<file path="src/rtl/tx_mod_pkg.sv">
// Shared types and constants for the OOK character transmitter.
// Holds the FSM state type, the one-cycle-per-sample carrier table and the frame length.
package tx_mod_pkg;

    typedef enum logic [1:0] {
        IDLE,
        START,
        DATA,
        STOP
    } tx_state_t;

    // start bit + 8 data bits + stop bit
    localparam int FRAME_BITS    = 10;
    localparam int CARRIER_STEPS = 10;

    localparam logic signed [7:0] SINE_LUT [CARRIER_STEPS] = '{
        8'sd0, 8'sd59, 8'sd95, 8'sd95, 8'sd59,
        8'sd0, -8'sd59, -8'sd95, -8'sd95, -8'sd59
    };

    function automatic logic signed [7:0] sine_at(input logic [3:0] phase);
        return (phase < 4'(CARRIER_STEPS)) ? SINE_LUT[phase] : 8'sd0;
    endfunction

endpackage

</file>
<file path="src/rtl/tx_carrier_gen.sv">
// Free-running carrier: a phase counter that advances every clock and its sine sample.
// It never stops between bits or frames, so the keyed carrier stays phase-continuous.
module tx_carrier_gen
    import tx_mod_pkg::*;
(
    input  logic              clk,
    input  logic              rst,
    output logic signed [7:0] sample
);

    logic [3:0] phase;

    always_ff @(posedge clk or posedge rst) begin
        if (rst) begin
            phase <= '0;
        end else if (phase == 4'(CARRIER_STEPS - 1)) begin
            phase <= '0;
        end else begin
            phase <= phase + 4'd1;
        end
    end

    assign sample = sine_at(phase);

endmodule

</file>
<file path="src/rtl/char_tx_modulator.sv">
// Character transmitter: frames a byte as start/8 data/stop symbols and on-off keys
// the carrier with the current symbol to produce a registered signed DAC stream.
module char_tx_modulator
    import tx_mod_pkg::*;
#(
    parameter int SYS_CLK_FREQ = 1_600_000,
    parameter int CARRIER_FREQ = 160_000,
    parameter int BAUD_RATE    = 800
) (
    input  logic              clk,
    input  logic              rst,
    input  logic              en,
    input  logic [7:0]        char_in,
    input  logic              char_valid,
    output logic              char_ready,
    output logic signed [7:0] dac_out,
    output logic              bit_out,
    output logic              tx_busy
);

    localparam int CLKS_PER_BIT = SYS_CLK_FREQ / BAUD_RATE;
    localparam int CLKS_PER_CYC = SYS_CLK_FREQ / CARRIER_FREQ;
    localparam int CNT_W        = (CLKS_PER_BIT > 1) ? $clog2(CLKS_PER_BIT) : 1;
    localparam logic [CNT_W-1:0] BIT_LAST = CNT_W'(CLKS_PER_BIT - 1);

    generate
        if (SYS_CLK_FREQ % BAUD_RATE != 0) begin : g_bad_baud
            $error("SYS_CLK_FREQ must be an integer multiple of BAUD_RATE");
        end
        if (SYS_CLK_FREQ % CARRIER_FREQ != 0) begin : g_bad_carrier_div
            $error("SYS_CLK_FREQ must be an integer multiple of CARRIER_FREQ");
        end
        if (CLKS_PER_CYC != CARRIER_STEPS) begin : g_bad_carrier_len
            $error("carrier period must be exactly 10 system clocks");
        end
    endgenerate

    tx_state_t         state, state_nxt;
    logic [CNT_W-1:0]  baud_cnt;
    logic [2:0]        bit_idx;
    logic [7:0]        char_reg;
    logic              bit_end;
    logic              handshake;
    logic signed [7:0] sample;

    tx_carrier_gen u_carrier (
        .clk    (clk),
        .rst    (rst),
        .sample (sample)
    );

    assign bit_end    = (baud_cnt == BIT_LAST);
    assign char_ready = (state == IDLE) && en && !rst;
    assign handshake  = char_valid && char_ready;

    always_comb begin
        state_nxt = state;
        bit_out   = 1'b1;
        tx_busy   = 1'b1;
        case (state)
            IDLE: begin
                tx_busy = 1'b0;
                if (handshake) state_nxt = START;
            end
            START: begin
                bit_out = 1'b0;
                if (bit_end) state_nxt = DATA;
            end
            DATA: begin
                bit_out = char_reg[bit_idx];
                if (bit_end && bit_idx == 3'(FRAME_BITS - 3)) state_nxt = STOP;
            end
            STOP: begin
                if (bit_end) state_nxt = IDLE;
            end
            default: state_nxt = IDLE;
        endcase
    end

    always_ff @(posedge clk or posedge rst) begin
        if (rst) begin
            state    <= IDLE;
            baud_cnt <= '0;
            bit_idx  <= '0;
            char_reg <= '0;
            dac_out  <= '0;
        end else begin
            state <= state_nxt;
            // The baud counter idles at zero so START always gets a full bit period.
            if (state == IDLE || bit_end) begin
                baud_cnt <= '0;
            end else begin
                baud_cnt <= baud_cnt + CNT_W'(1);
            end
            if (state == START) begin
                bit_idx <= '0;
            end else if (state == DATA && bit_end) begin
                bit_idx <= bit_idx + 3'd1;
            end
            if (handshake) char_reg <= char_in;
            // Output stage: keyed sample lags the phase counter and symbol by one clock.
            dac_out <= (bit_out && (tx_busy || en)) ? sample : 8'sd0;
        end
    end

endmodule
</file>
<file path="config.mk">
export PLATFORM = sky130hd
export DESIGN_NAME = char_tx_modulator
export DESIGN_NICKNAME = d
export VERILOG_FILES = /design/src/rtl/tx_mod_pkg.sv /design/src/rtl/tx_carrier_gen.sv /design/src/rtl/char_tx_modulator.sv
export SDC_FILE = /design/constraint.sdc
export NUM_CORES = 1
export LEC_CHECK = 0
export ABC_AREA = 0
export BUFFER_PORTS_ARGS = -buffer_cell sky130_fd_sc_hd__buf_2
export CAP_MARGIN = 0
export CORE_MARGIN = 2
export CORE_UTILIZATION = 29
export DETAILED_ROUTE_END_ITERATION = 10
export HOLD_SLACK_MARGIN = 0.03
export SETUP_SLACK_MARGIN = 0.15
export SLEW_MARGIN = 0
export SYNTH_ARGS = -nofsm -noshare
export SYNTH_HDL_FRONTEND = slang
export SYNTH_SLANG_ARGS = --single-unit
</file>
<file path="constraint.sdc">
create_clock -name clk -period 5 [get_ports clk]
set_clock_uncertainty 0.2 [all_clocks]
set_input_delay 0.75 -clock clk [delete_from_list [all_inputs] [get_ports clk]]
set_output_delay 0.75 -clock clk [all_outputs]
set_load 0.01 [all_outputs]
</file>
## After elaboration in Yosys (flattened, before gate mapping)

Memory sizes are Yosys's and may differ from the RTL's.
Index checks and enable logic that the tools add are counted.

- Input bits: 12
- Register bits after elaboration: 36
- ROM bits: 128
- Memories: 1
- Output and inout port bits: 11

Memory list:

| memory | words | bits a word | rd ports | clocked after Yosys merged registers in | write ports | RTL line | source |
|---|---|---|---|---|---|---|---|
| (no name shown) | 16 | 8 | 1 | 0 | 0 | tx_mod_pkg.sv:22 | `return (phase < 4'(CARRIER_STEPS)) ? SINE_LUT[phase] : 8'sd0;` |

- Add/subtract/negate cells: 3
- Equality and inequality tests: 10
- Multiplexer cells: 17
- Reduce and logical (&&, ||, !) cells: 12
- Bitwise logic cells: 1
- Order comparisons: 3

Operator list:

| kind | count |
|---|---|
| $mux 8 | 4 |
| $add 11x1->11 const B | 1 |
| $eq 11x11->1 const B | 1 |
| $mux 11 | 1 |
| $mux 2 | 4 |
| $ne 2x2->1 const B | 4 |
| $pmux 2 s4 | 1 |
| $logic_and 1x1->1 | 6 |
| $mux 3 | 2 |
| $ge 5x5->1 const B | 1 |
| $not 4->5 | 1 |
| $add 4x1->4 const B | 1 |
| $eq 2x2->1 const B | 2 |
| $eq 4x4->1 const B | 1 |
| $lt 3x4->1 const B | 1 |
| $lt 4x4->1 const B | 1 |
| $mux 4 | 1 |
| $reduce_and 4->1 | 1 |
| $add 3x1->3 const B | 1 |
| $bmux 1 s3 | 1 |
| $eq 3x3->1 const B | 1 |
| $eq 2x1->1 const B | 1 |
| $logic_not 2->1 | 1 |
| $logic_or 1x1->1 | 2 |
| other kinds (4) | 5 |

## Depth between registers and ports, before layout

Gate-level depths: netlist of the first run.

- Depth in word-level cells: 6
- Mapped depth: 6
- Mapped depth without buffers: 6

## Modules after synthesis

Synthesis of the first run repeated with hierarchy kept, for this count alone.

- Cell total of the unflattened synthesis: 173
- Area, all modules: 1923.1 um^2

By module, submodules not included:

| module | area each (um^2) | times used | cells each | seq. area each (um^2) |
|---|---|---|---|---|
| char_tx_modulator | 1493.9 | 1 | 124 | 800.8 |
| tx_carrier_gen | 429.2 | 1 | 49 | 100.1 |

## Worst setup path before layout of the first run

No wires, ideal clock.

- Path kind: in2out
- From: input port rst
- To: output port char_ready
- Data required time: 4.050 ns
- Buffers on the path: 0
- Data arrival time: 1.796 ns
- Cell stages on the path: 2
- Slack: 2.254 ns
- Cell sequence: inv_1 > and3_1

- Longest elaborated chain between the ends: 2

Ends and longest elaborated chain:

| item | RTL line | source |
|---|---|---|
| from (decl) | char_tx_modulator.sv:11 | `input logic rst,` |
| $logic_not 1->1 (no line) | - |  |
| $logic_and 1x1->1 | char_tx_modulator.sv:53 | `assign char_ready = (state == IDLE) && en && !rst;` |
| to (decl) | char_tx_modulator.sv:15 | `output logic char_ready,` |

No other way between the ends.

## Worst setup path after layout of the first run

- From: register bit_idx[0]
- To: output port bit_out

- Longest elaborated chain between the ends: 3

Ends and longest elaborated chain:

| item | RTL line | source |
|---|---|---|
| from (decl) | char_tx_modulator.sv:40 | `logic [2:0] bit_idx;` |
| from (signal assigned) | char_tx_modulator.sv:98 | `bit_idx <= bit_idx + 3'd1;` |
| $bmux 1 s3 | char_tx_modulator.sv:70 | `bit_out = char_reg[bit_idx];` |
| $mux 1 (not written as such) | char_tx_modulator.sv:70 |  |
| $pmux 1 s2 | char_tx_modulator.sv:60 | `case (state)` |
| to (decl) | char_tx_modulator.sv:17 | `output logic bit_out,` |

No other way between the ends. The select of a mux whose other input is x is not followed.

==> results.json, run 1 <==
{
  "max_slew_margin": 0.7136,
  "largest_register_ffs": 11,
  "status": "finished clean",
  "synth_area_um2": 1739,
  "finalSetupViolations": 0,
  "drtIter0Drc": 24,
  "pin_count": 23,
  "netlist.area_leader.share": 0.4748,
  "reg2reg_to": "state[1]$_DFFE_PP0P_",
  "initial_utilization": 0.2973,
  "critical_path_arrival_ns": 1.95,
  "synth-edff-count": 0,
  "crit_required_ns": 4.05,
  "cts_htree_levels": 2,
  "stdcell_count": 265,
  "grt_pass1_wl_um": 5457,
  "routed_wl_um": 3179,
  "grt_pass1_vias": 1221,
  "min_period_ns": 2.904,
  "fin_tns_setup_ns": 0,
  "antenna_found_initial": 0,
  "timing.critical_path.cells": "mux4_2, nand2b_1, a21oi_2, inv_1, buf_2",
  "slowest_stage": "mux4_2",
  "core-area_um2": 5851,
  "ff2ff_setup_slack_ns": 3.02,
  "cts_buffer_depth": 2,
  "multiInputGateArea_um2": 833.3,
  "maxCapViolCount": 0,
  "leakage_nw": 1.018,
  "cp_top_family": "multiplexers",
  "ys_seq_area_frac": 0.4748,
  "dp.cells": 257,
  "r2r_start": "baud_cnt[0]$_DFF_PP0_",
  "dieArea_um2": 6632,
  "drc": 0,
  "clk_pin_slew_ns": 0.07,
  "rsz0062_at_grt": "false",
  "start_kind": "flip-flop",
  "cts_tree": "yes",
  "reg2regPathDepth": 5,
  "syn_nets": 189,
  "cts_hold_buffers": 0,
  "synth_cell_types": 35,
  "drtPass1Iterations": 4,
  "ys_ff_latch": 33,
  "fmax_mhz": 344.3,
  "cts_buffers": 5,
  "post_synth.cell_area_avg_um2": 10.54,
  "synth_top_area_cell": "dfrtp_1",
  "grt_start_max_net_pins": 36,
  "hold-path-cell-count": 1,
  "ys_warn_count": 0,
  "max_stage_delay_ns": 0.53,
  "period_share": 0.5808,
  "grt_overflow_total": 0,
  "synthTopCellsByArea": "dfrtp_1 47%, ha_1 8.6%, mux2_2 6.5%",
  "diodes": 0,
  "postCtsSetupRepairBufs": 0,
  "worst-path-buf-inv": 2,
  "wl_per_cell_um": 12.00,
  "via_per_inst": 4.653,
  "hp-start": "baud_cnt[0]$_DFF_PP0_",
  "ir_drop_uv": 124.8,
  "hpwlAfterDp_um": 2261,
  "drt.antenna.violating_nets": 0,
  "fp-row-count": 28,
  "worst_slew_pin_slew_ns": 0.4296,
  "globalRouteTotalUtil": 0.1099,
  "path_class": "reg -> out",
  "synth_cells": 165,
  "port-buffer-count": 22,
  "hold_path_class": "reg -> reg",
  "critPathCaptureType": "output pin",
  "vias": 1233,
  "die_h_um": 81.44,
  "synthArstFlopShare": 1.000,
  "finalHoldViolations": 0,
  "hold_end": "baud_cnt[0]$_DFF_PP0_",
  "cts_resized": 0,
  "p_per_area_nw_per_um2": 248.1,
  "synthFlopType": "dfrtp_1",
  "drive_gt1_frac": 0.2632,
  "nFillCells": 598,
  "cp_max_fo": 6,
  "cts.sinks": 33,
  "area_growth_syn_to_layout_pct": 15.97,
  "root_buffer": "clkbuf_8",
  "die_w_um": 81.44,
  "startpoint": "bit_idx[0]$_DFFE_PP0P_",
  "final_nets": 213,
  "finalMaxSlewViolations": 0,
  "place_congestion": 0.7586,
  "clock_latency_ns": 0.29,
  "seq_area_um2": 825.8
}
[Yosys cell counts (4+ instances only)]
cell type  count
nor2b_1        4
nand2_1        9
nand2b_1       4
nand3_1        7
a21oi_1        6
mux2_2        10
xnor2_1        6
o21ai_0        5
nor3_1         5
ha_1          12
nor2_1        18
dfrtp_1       33
xor2_1         4
inv_1         12
[kinds of logic after synthesis]
| family | Yosys count | synth area share |
|---|---|---|
| flip-flops | 33 | 0.4748 |
| multiplexers | 13 | 0.08921 |
| adder cells (fa/ha/maj) | 12 | 0.08633 |
| AO/OA/AOI/OAI | 18 | 0.06547 |
| XOR/XNOR | 10 | 0.05036 |
| AND/OR/NAND/NOR | 61 | 0.1878 |
| buffers and inverters | 18 | 0.04604 |
[cell type report]
class / instances / share of cell area
Clock buffer: 7 / 0.04777
Sequential cell: 33 / 0.4094
Inverter: 12 / 0.02233
Clock inverter: 1 / 0.002481
Multi-Input combinational cell: 114 / 0.4132
Timing Repair Buffer: 23 / 0.05831
Tap cell: 75 / 0.04653
[cells in the final DEF (no fill, tap or decap), types with 6 or more instances in the layout]
cell / Yosys / layout
nand3_1: 7 / 7
xnor2_1: 6 / 6
a21oi_1: 6 / 6
buf_2: 1 / 22
clkbuf_8: 0 / 7
ha_1: 12 / 12
nand2_1: 9 / 9
nor2_1: 18 / 18
mux2_2: 10 / 10
dfrtp_1: 33 / 33
inv_1: 12 / 12
[worst max-delay path by stage]
stage / cells past startpoint / endpoint
floorplan: 2 / char_ready
global placement: 5 / char_ready
detailed placement: 5 / char_ready
CTS: 5 / bit_out
global route: 5 / bit_out
finish: 5 / bit_out
[power by group]
part           switching (mW)  internal, mW
combinational         0.00682       0.00375
sequential                  0         0.267
clock                  0.0986         0.124
total                   0.105         0.395
[routing by layer]
metal | GRT usage | wire [µm] | vias up
li1 | - | - | 613
met1 | 0.1355 | 1536 | 591
met2 | 0.1680 | 1414 | 22
met3 | 0.03077 | 136 | 7
met4 | 0.07119 | 91 | 0
met5 | 0 | 0 | -
[worst register-to-register path, delay by kind of cell (launching register included)]
family                   cells  cell delay [ns]
AO/OA/AOI/OAI                1             0.20
adder cells (fa/ha/maj)      1             0.20
flip-flops                   1             0.39
multiplexers                 1             0.30
AND/OR/NAND/NOR              2             0.59
[metrics by stage]
step	util	setup WS (ns)	total power, mW	hold WS (ns)	area, µm²
2_1_floorplan	-	2.254	0.2762	0.2479	1739
3_3_place_gp	0.3274	2.391	0.2830	0.2818	1916
3_5_place_dp	0.3274	2.375	0.2832	0.2890	1916
4_1_cts	0.3447	2.070	0.5073	0.2984	2017
5_1_grt	0.3447	1.929	0.5199	0.3242	2017
6_report	0.3447	2.096	0.5005	0.2864	2017
Power figures use the tool's default switching activity.
==> inputs of run 2 (changes only) <==
clock period = 2.7 ns   (was 5 ns; I/O delays follow)
==> results.json, run 2 (synthesized netlist as in run 1, its figures left out) <==
{
  "status": "finished clean",
  "max_slew_margin": 0.7117,
  "core-area_um2": 5851,
  "post-place-ws_ns": 0.4713,
  "fmax_mhz": 415.4,
  "switching_share": 0.2163,
  "internal_power_mw": 0.6852,
  "drt.antenna.violating_nets": 0,
  "wl_per_cell_um": 11.64,
  "clk_pin_slew_ns": 0.06,
  "drc": 0,
  "grt_overflow_total": 0,
  "worst_slew_pin_slew_ns": 0.4320,
  "fp-row-count": 28,
  "maxCapViolCount": 0,
  "hold_path_class": "in -> reg",
  "comb_power_share": 0.024,
  "routed_wl_um": 3095,
  "power_mw": 0.8743,
  "diodes": 0,
  "critical_path_arrival_ns": 1.80,
  "grt_pass1_vias": 1193,
  "rsz0062_at_grt": "false",
  "critPathCaptureType": "output pin",
  "final_cell_mix": "32 x dfrtp_1, 22 x buf_2, 18 x nor2_1, 12 x inv_1, 12 x ha_1",
  "p_per_area_nw_per_um2": 432.7,
  "crit_cells": 5,
  "crit_required_ns": 2.10,
  "antenna_found_initial": 0,
  "final_nets": 214,
  "start_kind": "flip-flop",
  "clock_latency_ns": 0.29,
  "globalRouteTotalUtil": 0.1092,
  "slowest_stage": "mux4_2",
  "port-buffer-count": 22,
  "vias": 1217,
  "ir_drop_uv": 198.8,
  "hold_ws_ns": 0.1552,
  "cts_htree_levels": 2,
  "fin_util": 0.3454,
  "r2r_start": "state[0]$_DFFE_PP0P_",
  "reg2reg_to": "bit_idx[0]$_DFFE_PP0P_",
  "drive_gt1_frac": 0.2565,
  "drtPass1Iterations": 4,
  "finalMaxSlewViolations": 0,
  "die_h_um": 81.44,
  "period_share": 0.8916,
  "timing.critical_path.cells": "mux4_2, nand2b_1, a21oi_4, inv_1, buf_2",
  "layout_commonest_cell": "dfrtp_1",
  "drtIter0Drc": 57,
  "grt_start_max_net_pins": 26,
  "worst-path-buf-inv": 2,
  "cts_buffer_depth": 2,
  "hpwlAfterDp_um": 2270,
  "cp_top_family": "multiplexers",
  "die_w_um": 81.44,
  "pin_count": 23,
  "fin_tns_setup_ns": 0,
  "cts.sinks": 33,
  "finalHoldViolations": 0,
  "largest_register_ffs": 11,
  "ff2ff_setup_slack_ns": 0.76,
  "area_growth_syn_to_layout_pct": 16.19,
  "postCtsSetupRepairBufs": 0,
  "via_per_inst": 4.575,
  "finalSetupViolations": 0,
  "grt_pass1_wl_um": 5382,
  "seqPwrFrac": 0.565,
  "min_period_ns": 2.407,
  "crit_path_end": "bit_out",
  "startpoint": "bit_idx[0]$_DFFE_PP0P_",
  "layout_setup_ws_ns": 0.2926,
  "initial_utilization": 0.2973,
  "leakage_nw": 1.008,
  "power.switching_mw": 0.1891,
  "reg2regPathDepth": 6,
  "dieArea_um2": 6632,
  "cts_tree": "yes",
  "root_buffer": "clkbuf_8",
  "p_clk_frac": 0.411,
  "cts_buffers": 5,
  "cp_max_fo": 6,
  "max_stage_delay_ns": 0.51,
  "path_class": "reg -> out",
  "place_congestion": 0.8145
}
run 2: through the flow:
step | std cells | instance area (µm²)
after CTS | 266 | 2006
final | 266 | 2021
after detailed placement | 257 | 1916
after floorplan | 165 | 1739
after global routing | 266 | 2021
after global placement | 257 | 1916
run 2: power groups by stage:
stage	clock, mW	sequential, mW	combinational (mW)
after floorplan	0	0.504	0.00793
after global placement	0	0.504	0.0211
after detailed placement	0	0.504	0.0213
after CTS	0.366	0.494	0.0225
after global routing	0.395	0.494	0.0248
final	0.359	0.494	0.0209
run 2: cell type report:
cell class              count  area, µm²
multi-input cells         114      847.1
fillers                   590       3830
repair buffers             24      127.6
well taps                  75      93.84
inverters                  12      45.04
flip-flops and latches     33      827.0
clock buffers               8      80.08
run 2: worst min-delay path by stage:
stage | start | to | slack [ns] | cells after the start
5_1_grt | char_in[1] | char_reg[1]$_DFFE_PP0P_ | 0.15 | 2
2_1_floorplan | baud_cnt[0]$_DFF_PP0_ | baud_cnt[0]$_DFF_PP0_ | 0.25 | 1
3_5_place_dp | rst | baud_cnt[5]$_DFF_PP0_ | 0.22 | 2
4_1_cts | char_in[1] | char_reg[1]$_DFFE_PP0P_ | 0.15 | 2
6_report | char_in[1] | char_reg[1]$_DFFE_PP0P_ | 0.16 | 2
3_3_place_gp | rst | baud_cnt[7]$_DFF_PP0_ | 0.23 | 2
run 2: routing by layer:
layer / share of wire / vias up / track usage / routed length, µm
met5: 0 / - / 0 / 0
met4: 0.023 / 0 / 0.05085 / 70
met3: 0.052 / 6 / 0.04066 / 161
met2: 0.42 / 21 / 0.1623 / 1310
met1: 0.50 / 578 / 0.1403 / 1552
li1: - / 612 / - / -
run 2: what timing repair did:
| item | 4_1_cts | 5_1_grt |
|---|---|---|
| gates resized for setup | 0 | 3 |
| endpoints found under the setup margin | 0 | 1 |
| hold endpoints to repair | 8 | 0 |
| hold buffers | 1 | 0 |
